[src/rtl/regfile_pkg.sv]
// Shared types and default sizes for the register file and its sequential reader.
// Optional build macro REGFILE_READER_PARITY_EN adds a parity bit to the reader output.
package regfile_pkg;

  localparam int unsigned RF_DEPTH = 32;
  localparam int unsigned RF_WIDTH = 32;

  typedef enum logic [1:0] {
    IDLE,
    RUN,
    DRAIN
  } rd_state_t;

  function automatic logic word_parity(input logic [RF_WIDTH-1:0] w);
    return ^w;
  endfunction

endpackage

[src/rtl/stream_out_reg.sv]
// Valid/ready output register with a load enable; the caller loads only when the slot is free.
module stream_out_reg #(
  parameter int unsigned W = 8
) (
  input  logic         clk,
  input  logic         rst_n,
  input  logic         load,
  input  logic [W-1:0] load_data,
  input  logic         out_ready,
  output logic         out_valid,
  output logic [W-1:0] out_payload
);

  logic         valid_q;
  logic [W-1:0] payload_q;

  always_ff @(posedge clk or negedge rst_n) begin
    if (!rst_n) begin
      valid_q   <= 1'b0;
      payload_q <= '0;
    end else if (load) begin
      valid_q   <= 1'b1;
      payload_q <= load_data;
    end else if (out_ready) begin
      // A transfer with no new capture empties the slot; payload is left as-is.
      valid_q <= 1'b0;
    end
  end

  assign out_valid   = valid_q;
  assign out_payload = payload_q;

endmodule

[src/rtl/regfile_reader.sv]
// Sweeps a register-file read port over [first_addr..last_addr] and streams words out.
// Build macro REGFILE_READER_PARITY_EN adds out_parity = ^out_data.
module regfile_reader
  import regfile_pkg::*;
#(
  parameter int unsigned DEPTH = RF_DEPTH,
  parameter int unsigned WIDTH = RF_WIDTH,
  localparam int unsigned AW   = $clog2(DEPTH)
) (
  input  logic             clk,
  input  logic             rst_n,
  input  logic             start,
  input  logic [AW-1:0]    first_addr,
  input  logic [AW-1:0]    last_addr,
  output logic [AW-1:0]    rf_addr,
  input  logic [WIDTH-1:0] rf_rdata,
  output logic             out_valid,
  input  logic             out_ready,
  output logic [WIDTH-1:0] out_data,
  output logic [AW-1:0]    out_addr,
  output logic             busy,
  output logic             done
`ifdef REGFILE_READER_PARITY_EN
  ,
  output logic             out_parity
`endif
);

`ifdef REGFILE_READER_PARITY_EN
  localparam int unsigned PW = AW + WIDTH + 1;
`else
  localparam int unsigned PW = AW + WIDTH;
`endif

  rd_state_t     state_q, state_d;
  logic [AW-1:0] cur_q, cur_d;
  logic [AW-1:0] last_q, last_d;
  logic          done_q, done_d;
  logic          load;
  logic [PW-1:0] load_data;
  logic [PW-1:0] payload;

  always_ff @(posedge clk or negedge rst_n) begin
    if (!rst_n) begin
      state_q <= IDLE;
      cur_q   <= '0;
      last_q  <= '0;
      done_q  <= 1'b0;
    end else begin
      state_q <= state_d;
      cur_q   <= cur_d;
      last_q  <= last_d;
      done_q  <= done_d;
    end
  end

  always_comb begin
    state_d = state_q;
    cur_d   = cur_q;
    last_d  = last_q;
    done_d  = 1'b0;
    load    = 1'b0;
    unique case (state_q)
      IDLE: begin
        if (start) begin
          if (first_addr <= last_addr) begin
            cur_d   = first_addr;
            last_d  = last_addr;
            state_d = RUN;
          end else begin
            // Empty range: report completion without touching the read pointer.
            done_d = 1'b1;
          end
        end
      end
      RUN: begin
        if (!out_valid || out_ready) begin
          load = 1'b1;
          // Stop on the compare so a sweep ending at DEPTH-1 never wraps cur.
          if (cur_q == last_q) begin
            state_d = DRAIN;
          end else begin
            cur_d = cur_q + AW'(1);
          end
        end
      end
      DRAIN: begin
        if (out_valid && out_ready) begin
          done_d  = 1'b1;
          state_d = IDLE;
        end
      end
      default: state_d = IDLE;
    endcase
  end

`ifdef REGFILE_READER_PARITY_EN
  assign load_data  = {cur_q, rf_rdata, ^rf_rdata};
  assign out_parity = payload[0];
  assign out_data   = payload[WIDTH:1];
  assign out_addr   = payload[PW-1:WIDTH+1];
`else
  assign load_data  = {cur_q, rf_rdata};
  assign out_data   = payload[WIDTH-1:0];
  assign out_addr   = payload[PW-1:WIDTH];
`endif

  stream_out_reg #(
    .W(PW)
  ) u_out_reg (
    .clk        (clk),
    .rst_n      (rst_n),
    .load       (load),
    .load_data  (load_data),
    .out_ready  (out_ready),
    .out_valid  (out_valid),
    .out_payload(payload)
  );

  assign rf_addr = cur_q;
  assign busy    = (state_q != IDLE);
  assign done    = done_q;

endmodule
[config.mk]
export PLATFORM = sky130hd
export DESIGN_NAME = regfile_reader
export DESIGN_NICKNAME = d
export VERILOG_FILES = /design/src/rtl/regfile_pkg.sv /design/src/rtl/stream_out_reg.sv /design/src/rtl/regfile_reader.sv
export SDC_FILE = /design/constraint.sdc
export NUM_CORES = 1
export LEC_CHECK = 0
export CELL_PAD_IN_SITES_DETAIL_PLACEMENT = 1
export CELL_PAD_IN_SITES_GLOBAL_PLACEMENT = 1
export CORE_ASPECT_RATIO = 0.6
export CORE_MARGIN = 3
export CORE_UTILIZATION = 32
export DETAILED_ROUTE_END_ITERATION = 12
export GPL_TIMING_DRIVEN = 0
export PLACE_DENSITY_LB_ADDON = 0.1
export SYNTH_ARGS = -nofsm -noshare
export SYNTH_HDL_FRONTEND = slang
export SYNTH_SLANG_ARGS = --single-unit
[constraint.sdc]
create_clock -name clk -period 2.3 [get_ports clk]
set_clock_uncertainty 0.2 [all_clocks]
set_input_delay 0.46 -clock clk [delete_from_list [all_inputs] [get_ports clk]]
set_output_delay 0.46 -clock clk [all_outputs]
set_load 0.01 [all_outputs]
==> key figures, run 1 <==
Die
  – Die X: between 100 and 150 µm
  – Core box area: approximately 0.007 mm²
  – I/O pin total: 91
  – Die Ht: between 70 and 80 µm
  – Placement Rows: 23
  – Starting density of the core: about a third
  – Total die area: ~0.0084 mm²

STA
  – Max Slew Vio Count: 0
  – Setup TNS: 0 ns
  – Fmax: approximately 450 MHz
  – Min cycle time layout: about 2.2 ns
  – Hold Fails Final Rpt: 0
  – Final period utilization: 97.33%
  – Fin Hold WS: ~0.27 ns
  – Slew headroom: 60.46%
  – Least-Margin Pin Slew: 0.5931 ns
  – RSZ-0062 raised after global routing: false
  – Final setup viols: 0

Finish
  – Synth-to-Final Area Change: 56.02%
  – Layout net count: 410
  – Register area: around 0.0013 mm²
  – Layout cells sized above 1: 12.26%
  – Inserted Diodes: 0
  – Fillers: 794
  – Multi-input gate area: 0.001066 mm²

Synth
  – Mapped Area: 0.002347 mm²
  – #FFs+latches synth: slightly above 50
  – Yosys Warn Count: 0
  – Area share of the largest cell type after synthesis: a little over half
  – Post-Syn Instances: about 260
  – Syn Nets: slightly above 300
  – Cell taking the most area after synthesis: dfrtp_1
  – Synth top area cells: dfrtp_1 54%, nand2_1 20%, ha_1 3.2%
  – Avg Inst Size Synth: around 9.2 µm²
  – Post-synthesis cell type count: 38
  – Sequential area share after synthesis: between 50% and 60%

Critical path
  – Critical path endpoint category: register
  – Crit path DAT: between 2 and 2.5 ns
  – Worst Path Class, Setup: in2reg
  – Crit path max fanout: 4
  – CP Launch Type: input pin
  – Crit path required time: 2.28 ns

Clock tree
  – Max clock buf depth: 2
  – TritonCTS Sinks: just over 50
  – H-tree level count: 2
  – Worst skew pair latency: 0.29 ns
  – Clk root buf: clkbuf_16
  – CTS buffer count: 5
  – CTS tree: built
  – Worst-path clk slew: about 0.07 ns

Pwr
  – Cell Int Power: a little under 0.003 W
  – Static Leak: roughly 1.8 nW
  – Pwr dens: 1305 mW/mm²
  – Sw Ratio: 38.08%
  – Clock share of power: 15.2%
  – Sequential power share: 34.7%
  – Combinational Power Share: about 50%
  – Max VDD drop: roughly 440 µV
  – Switching pwr: between 0.0015 and 0.002 W

Drt
  – First-pass DRT Iterations: 4
  – Initial DRC Count: a little over 70
  – Wirelength per Cell: 16.81 µm
  – Vias per cell: 4.812
  – Drc violations: 0
  – Metal-1 WL: 3486 µm
  – Drt total wl: between 7000 and 8000 µm
  – Via Count: 2146
  – DRT antenna net count: 0
  – Met3 WL: a little over 600 µm
  – Highest routing layer actually used: met4
  – Met2 WL: about 3300 µm

Global route
  – Total track usage: 18.67%
  – First-pass GRT wire length: 12020 µm
  – Initial antenna violation count: 0
  – Largest net degree at the start of global routing: 28
  – Vias in the first global route: 2289
  – Overflow after GRT: 0

Placement
  – Dpl hpwl: 5436 µm
  – Routability cong.: around 0.76
  – Number of port buffers: 90

Status
  – Status: complete, no violations

Min path
  – Min-Delay Path Class: reg2reg

Flow run
  – Max_cap viols: 0
[registers in the layout, summed over array words and instances, names as in the netlist]
name and flops:
done 1, u_out_reg.out_payload 37, u_out_reg.out_valid 1, state_q 2, last_q 5, rf_addr 5
[cells in the mapped netlist]
master / instances
o21ai_0: 6
nand2_1: 124
nor3_1: 3
o32a_1: 5
and2b_2: 1
nor3_4: 1
nand3_2: 1
o31ai_2: 1
xor2_1: 2
or2_2: 1
a211oi_2: 1
nand4_1: 3
inv_1: 6
nand2b_2: 1
or3b_4: 1
dfrtp_1: 51
a211o_1: 1
o31a_2: 1
nand3_1: 2
mux2_2: 1
a21o_1: 1
and2_1: 2
buf_6: 3
o22a_1: 3
ha_1: 6
mux2i_1: 1
a21oi_1: 2
xnor2_2: 1
buf_2: 6
nor2_1: 6
nand2b_1: 2
o221a_1: 1
nand3b_1: 1
and2_0: 1
a21o_2: 1
xnor2_1: 2
clkbuf_1: 2
o21ai_1: 2
[cells by family after synthesis]
logic type	count (synthesis)	share of synthesized area (%)
AND/OR/NAND/NOR	150	26.92
multiplexers	2	0.9062
XOR/XNOR	5	2.186
adder cells (fa/ha/maj)	6	3.198
AO/OA/AOI/OAI	25	8.423
flip-flops	51	54.37
buffers and inverters	17	3.998
[worst max-delay path: stages]
cell	delay [ns]
clkdlybuf4s50_1	0.50
or3b_4	0.43
a211oi_4	0.26
a21o_2	0.22
mux2_2	0.34
[final cells by class]
type	instances	area share (%)
Inverter	6	0.6150
Tap cell	87	2.972
Clock inverter	1	0.1367
Clock buffer	7	3.621
Multi-Input combinational cell	188	29.11
Sequential cell	51	34.85
Timing Repair Buffer	95	26.75
Buffer	11	1.947
[layout by cell type (no fill, tap or decap), drive strengths merged]
cell type	count
nand2	124
clkdlybuf4s50	80
dfrtp	51
buf	14
clkbuf	9
dlymetal6s2s	8
o21ai	8
nor2	6
ha	6
inv	6
o32a	5
nor3	4
nand4	3
o22a	3
nand2b	3
nand3	3
xnor2	3
and2	3
xor2	2
a21oi	2
a21o	2
a211o	1
o31a	1
or2	1
or3b	1
a211oi	1
and2b	1
mux2i	1
nand3b	1
o221a	1
mux2	1
o31ai	1
clkinv	1
dlygate4sd3	1
dlygate4sd2	1
[power by group through the flow]
stage                     clock network (W)  logic, W  registers, W
after global placement                    0   0.00229       0.00165
after global routing               0.000792   0.00264       0.00172
after CTS                          0.000745   0.00239       0.00166
final                              0.000727   0.00240       0.00166
after detailed placement                  0   0.00235       0.00167
after floorplan                           0   0.00100       0.00178
[repair_timing]
item | CTS | global route
pin swaps | 2 | 9
endpoints found under the setup margin | 10 | 12
setup buffers | 1 | 2
gates resized for setup | 4 | 21
hold buffers | 1 | 0
hold endpoints to repair | 24 | 0
[through the flow]
step           instance area [µm²]  power (W)  utilization, %  std cells  setup WS (ns)
2_1_floorplan                 2347   0.002783               -        256         0.2578
3_3_place_gp                  3357   0.003939           48.81        433         -1.086
3_5_place_dp                  3372   0.004016           49.03        434        -0.4515
4_1_cts                       3558   0.004796           51.74        444        0.01536
5_1_grt                       3662   0.005151           53.25        446       0.004914
6_report                      3662   0.004781           53.25        446        0.06147
[path summary, 6_finish.rpt]
kind	slack (ns)	cells after the start	startpoint	to
worst max register to register	0.17	6	rf_addr[0]	rf_addr[2]
min in group asynchronous	0.51	2	rst_n	last_q[4]
worst min-delay path	0.27	2	u_out_reg.out_payload[8]	u_out_reg.out_payload[8]
worst min register to register	0.27	2	u_out_reg.out_payload[8]	u_out_reg.out_payload[8]
max in group asynchronous	0.83	3	rst_n	u_out_reg.out_payload[9]
worst max-delay path	0.06	5	start	last_q[0]
[per-layer routing]
layer / track usage [%] / up-vias
met5: 0 / -
met4: 4.198 / 0
met3: 6.667 / 4
met2: 28.20 / 62
met1: 25.90 / 1052
li1: - / 1028
(Power assumes the default switching activity.)
==> inputs of run 2 (changes only) <==
--- a/config.mk
+++ b/config.mk
@@ -9,10 +9,12 @@
 export CELL_PAD_IN_SITES_GLOBAL_PLACEMENT = 1
 export CORE_ASPECT_RATIO = 0.6
 export CORE_MARGIN = 3
-export CORE_UTILIZATION = 32
+export CORE_UTILIZATION = 34
+export CTS_CLUSTER_DIAMETER = 40
 export DETAILED_ROUTE_END_ITERATION = 12
 export GPL_TIMING_DRIVEN = 0
 export PLACE_DENSITY_LB_ADDON = 0.1
 export SYNTH_ARGS = -nofsm -noshare
 export SYNTH_HDL_FRONTEND = slang
+export SYNTH_HIERARCHICAL = 1
 export SYNTH_SLANG_ARGS = --single-unit
==> run 2 against run 1 <==
Compared with the run above: combinational power grew 15%; wire length shrank 16%; count of clock-buffer cells in the layout is the same; sequential share of layout area shrank 0.17 points; sequential cell count is the same; critical path type is now reg2out.
==> key figures, run 2 <==
Synth
  – #FFs+latches synth: 51 (unchanged)
  – Post-Syn Instances: 172 (-33%)
  – Most frequent cell after synthesis: dfrtp_1
  – Synth Flop Type: dfrtp_1
  – Yosys Warn Count: 6 (+6)
  – Sequential area share after synthesis: 53.26% (-1.1 points)
  – Synth top area cells: dfrtp_1 53%, mux2_4 12%, mux2_2 11%
  – Area share of the largest cell type after synthesis: 53.26% (-1.1 points)
  – Avg Inst Size Synth: 13.93 µm² (+52%)
  – Mapped Area: 0.002396 mm² (+2.1%)
  – Post-synthesis cell type count: 33 (-13%)
  – Asr flop ratio synth: 100.0% (unchanged)
  – Cell taking the most area after synthesis: dfrtp_1
  – Top cells by count, synth: 51 x dfrtp_1, 23 x mux2_2, 19 x mux2_4
  – Post-synth EDFFs: 0 (unchanged)
  – Syn Nets: 224 (-27%)

Die
  – Die X: 114.4 µm (-1.9%)
  – Core box area: 0.006763 mm² (-1.7%)
  – Starting density of the core: 35.43% (+1.3 points)
  – Placement Rows: 23 (unchanged)
  – Die Ht: 71.03 µm (-1.8%)
  – Total die area: 0.008123 mm² (-3.7%)
  – I/O pin total: 91 (unchanged)

Placement
  – Setup WS pre-CTS: -0.7659 ns (-0.3144 ns)
  – Routability cong.: 0.7347 (-3.2%)
  – Number of port buffers: 90 (unchanged)
  – Dpl hpwl: 4730 µm (-13%)

Flow run
  – Max_cap viols: 0 (unchanged)

Pwr
  – Static Leak: 1.589 nW (-9.8%)
  – Switching pwr: 0.001755 W (-3.6%)
  – Max VDD drop: 588.7 µV (+34%)
  – Combinational Power Share: 52.6% (+2.5 points)
  – Clock share of power: 15.0% (-0.2 points)
  – Sequential power share: 32.4% (-2.3 points)
  – Sw Ratio: 33.62% (-4.5 points)
  – Cell Int Power: 0.003464 W (+17%)
  – Pwr dens: 1415 mW/mm² (+8.4%)

Drt
  – Drt total wl: 6309 µm (-16%)
  – DRT antenna net count: 0 (unchanged)
  – Drc violations: 0 (unchanged)
  – Via Count: 1725 (-20%)
  – Initial DRC Count: 41 (-43%)
  – Vias per cell: 4.739 (-1.5%)
  – First-pass DRT Iterations: 4 (unchanged)
  – Wirelength per Cell: 17.33 µm (+3.1%)

Clock tree
  – H-tree level count: 2 (unchanged)
  – CTS buffer count: 5 (unchanged)
  – Worst skew pair latency: 0.29 ns (about the same)
  – Max clock buf depth: 2 (unchanged)
  – Clk root buf: clkbuf_16
  – CTS tree: built
  – TritonCTS Sinks: 51 (unchanged)
  – Worst-path clk slew: 0.07 ns (about the same)

Global route
  – Overflow after GRT: 0 (unchanged)
  – Total track usage: 16.53% (-2.1 points)
  – Initial antenna violation count: 0 (unchanged)
  – Vias in the first global route: 1899 (-17%)
  – Largest net degree at the start of global routing: 34 (+21%)
  – First-pass GRT wire length: 10350 µm (-14%)

Finish
  – Inserted Diodes: 0 (unchanged)
  – Layout cells sized above 1: 29.60% (+17 points)
  – Layout net count: 328 (-20%)
  – Synth-to-Final Area Change: 53.89%
  – Max reg flops: 37 (unchanged)
  – Commonest cells after routing, fill and taps aside: 80 x clkdlybuf4s50_1, 49 x dfrtp_1, 23 x mux2_2, 19 x mux2_4
  – Commonest non-fill, non-tap cell in the layout: clkdlybuf4s50_1

STA
  – Max Slew Vio Count: 0 (unchanged)
  – Min cycle time layout: 2.235 ns (-0.003105 ns)
  – RSZ-0062 raised after global routing: false
  – Final period utilization: 97.19% (-0.14 points)
  – Final setup viols: 0 (unchanged)
  – Hold Fails Final Rpt: 0 (unchanged)
  – Least-Margin Pin Slew: 0.4720 ns (-0.1210 ns)
  – Slew headroom: 68.53% (+8.1 points)
  – Worst setup margin: 0.06458 ns (+0.003105 ns)
  – Fmax: 447.3 MHz (+0.14%)
  – Setup TNS: 0 ns (unchanged)

Critical path
  – Worst Path Class, Setup: reg2out
  – CP Launch Type: register
  – Critical path endpoint category: output port
  – Crit path required time: 1.64 ns (-0.64 ns)
  – Crit path DAT: 1.58 ns (-0.63 ns)
  – Crit path max fanout: 8 (+4)

Min path
  – Min-Delay Path Class: reg2reg

Status
  – Status: complete, no violations
## run 2: cell types whose count changed after synthesis, sizes merged, moves of 3 or more
cell,delta
nand2,-117
mux2,+41
a21oi,+8
o21ai,-6
buf,-5
nor2b,+5
o32a,-5
a31oi,+4
and3,+3
nand4,-3
nor2,-3
o22a,-3
xnor2,-3
xor2,+3
## run 2: kinds of logic (layout without fill, tap and decap cells)
| family | Yosys count | in the layout | share of synthesized area [%] |
|---|---|---|---|
| xor gates and xnor gates | 5 | 5 | 1.828 |
| DFF | 51 | 51 | 53.26 |
| buffers and inverters | 11 | 116 | 2.715 |
| muxes | 42 | 42 | 22.72 |
| and+or+nand+nor | 32 | 32 | 8.252 |
| adders and majority gates | 6 | 6 | 3.133 |
| AOI/OAI and AO/OA | 25 | 25 | 8.094 |
## run 2: power by group through the flow
stage	logic [W]	clock network (W)	registers, W
3_3_place_gp	0.00268	0	0.00168
3_5_place_dp	0.00272	0	0.00171
4_1_cts	0.00276	0.000813	0.00170
5_1_grt	0.00296	0.000854	0.00177
6_report	0.00275	0.000782	0.00169
2_1_floorplan	0.00136	0	0.00183
## run 2: cell type report
cell class / count / area (µm²)
timing repair buffer: 97 / 968.4
sequential: 51 / 1279
clock inverter: 1 / 7.507
tap: 87 / 108.9
buffer: 5 / 42.54
fill: 703 / 3075
clock buffer: 7 / 152.6
inverter: 6 / 22.52
multi-input combinational: 110 / 1106
## run 2: through the flow
step	util, %	total power, W	instance area (µm²)	instances	hold WS (ns)
global placement	50.36	0.004357	3406	349	0.2893
CTS	54.12	0.005278	3660	361	0.3102
finish	54.52	0.005219	3687	364	0.3072
floorplan	-	0.003195	2396	172	-0.03559
global route	54.52	0.005584	3687	364	0.3172
detailed placement	50.58	0.004433	3421	350	0.2355
## run 2: path summary, 6_finish.rpt
check,startpoint,to,slack (ns),cells past startpoint
setup / recovery,state_q[0],busy,0.06,2
hold / removal,u_out_reg/out_payload[34],u_out_reg/out_payload[34],0.31,1
setup reg to reg,state_q[1],u_out_reg/out_payload[24],0.29,6
hold reg to reg,u_out_reg/out_payload[34],u_out_reg/out_payload[34],0.31,1
max in group asynchronous,rst_n,rf_addr[3],0.89,3
min in group asynchronous,rst_n,u_out_reg/out_payload[25],0.47,2
## run 2: repair_timing
item                                   in CTS  in global routing
setup endpoints to repair                  10                  7
resized for setup                          18                  3
endpoints found under the hold margin      18                  0
setup buffers                               2                  3
hold buffers                                1                  0
pin swaps                                   5                  1
## run 2: routing by layer
metal	up-vias	wire length [µm]	GRT usage [%]
met5	-	0	0
li1	815	-	-
met1	858	2988	23.18
met3	5	399	5.470
met4	0	51	3.557
met2	47	2870	25.10
## run 2: worst max-delay path, cell delays in order (launching register included)
cell and delay (ns):
dfrtp_2 0.47, or2_2 0.33, clkdlybuf4s50_1 0.49
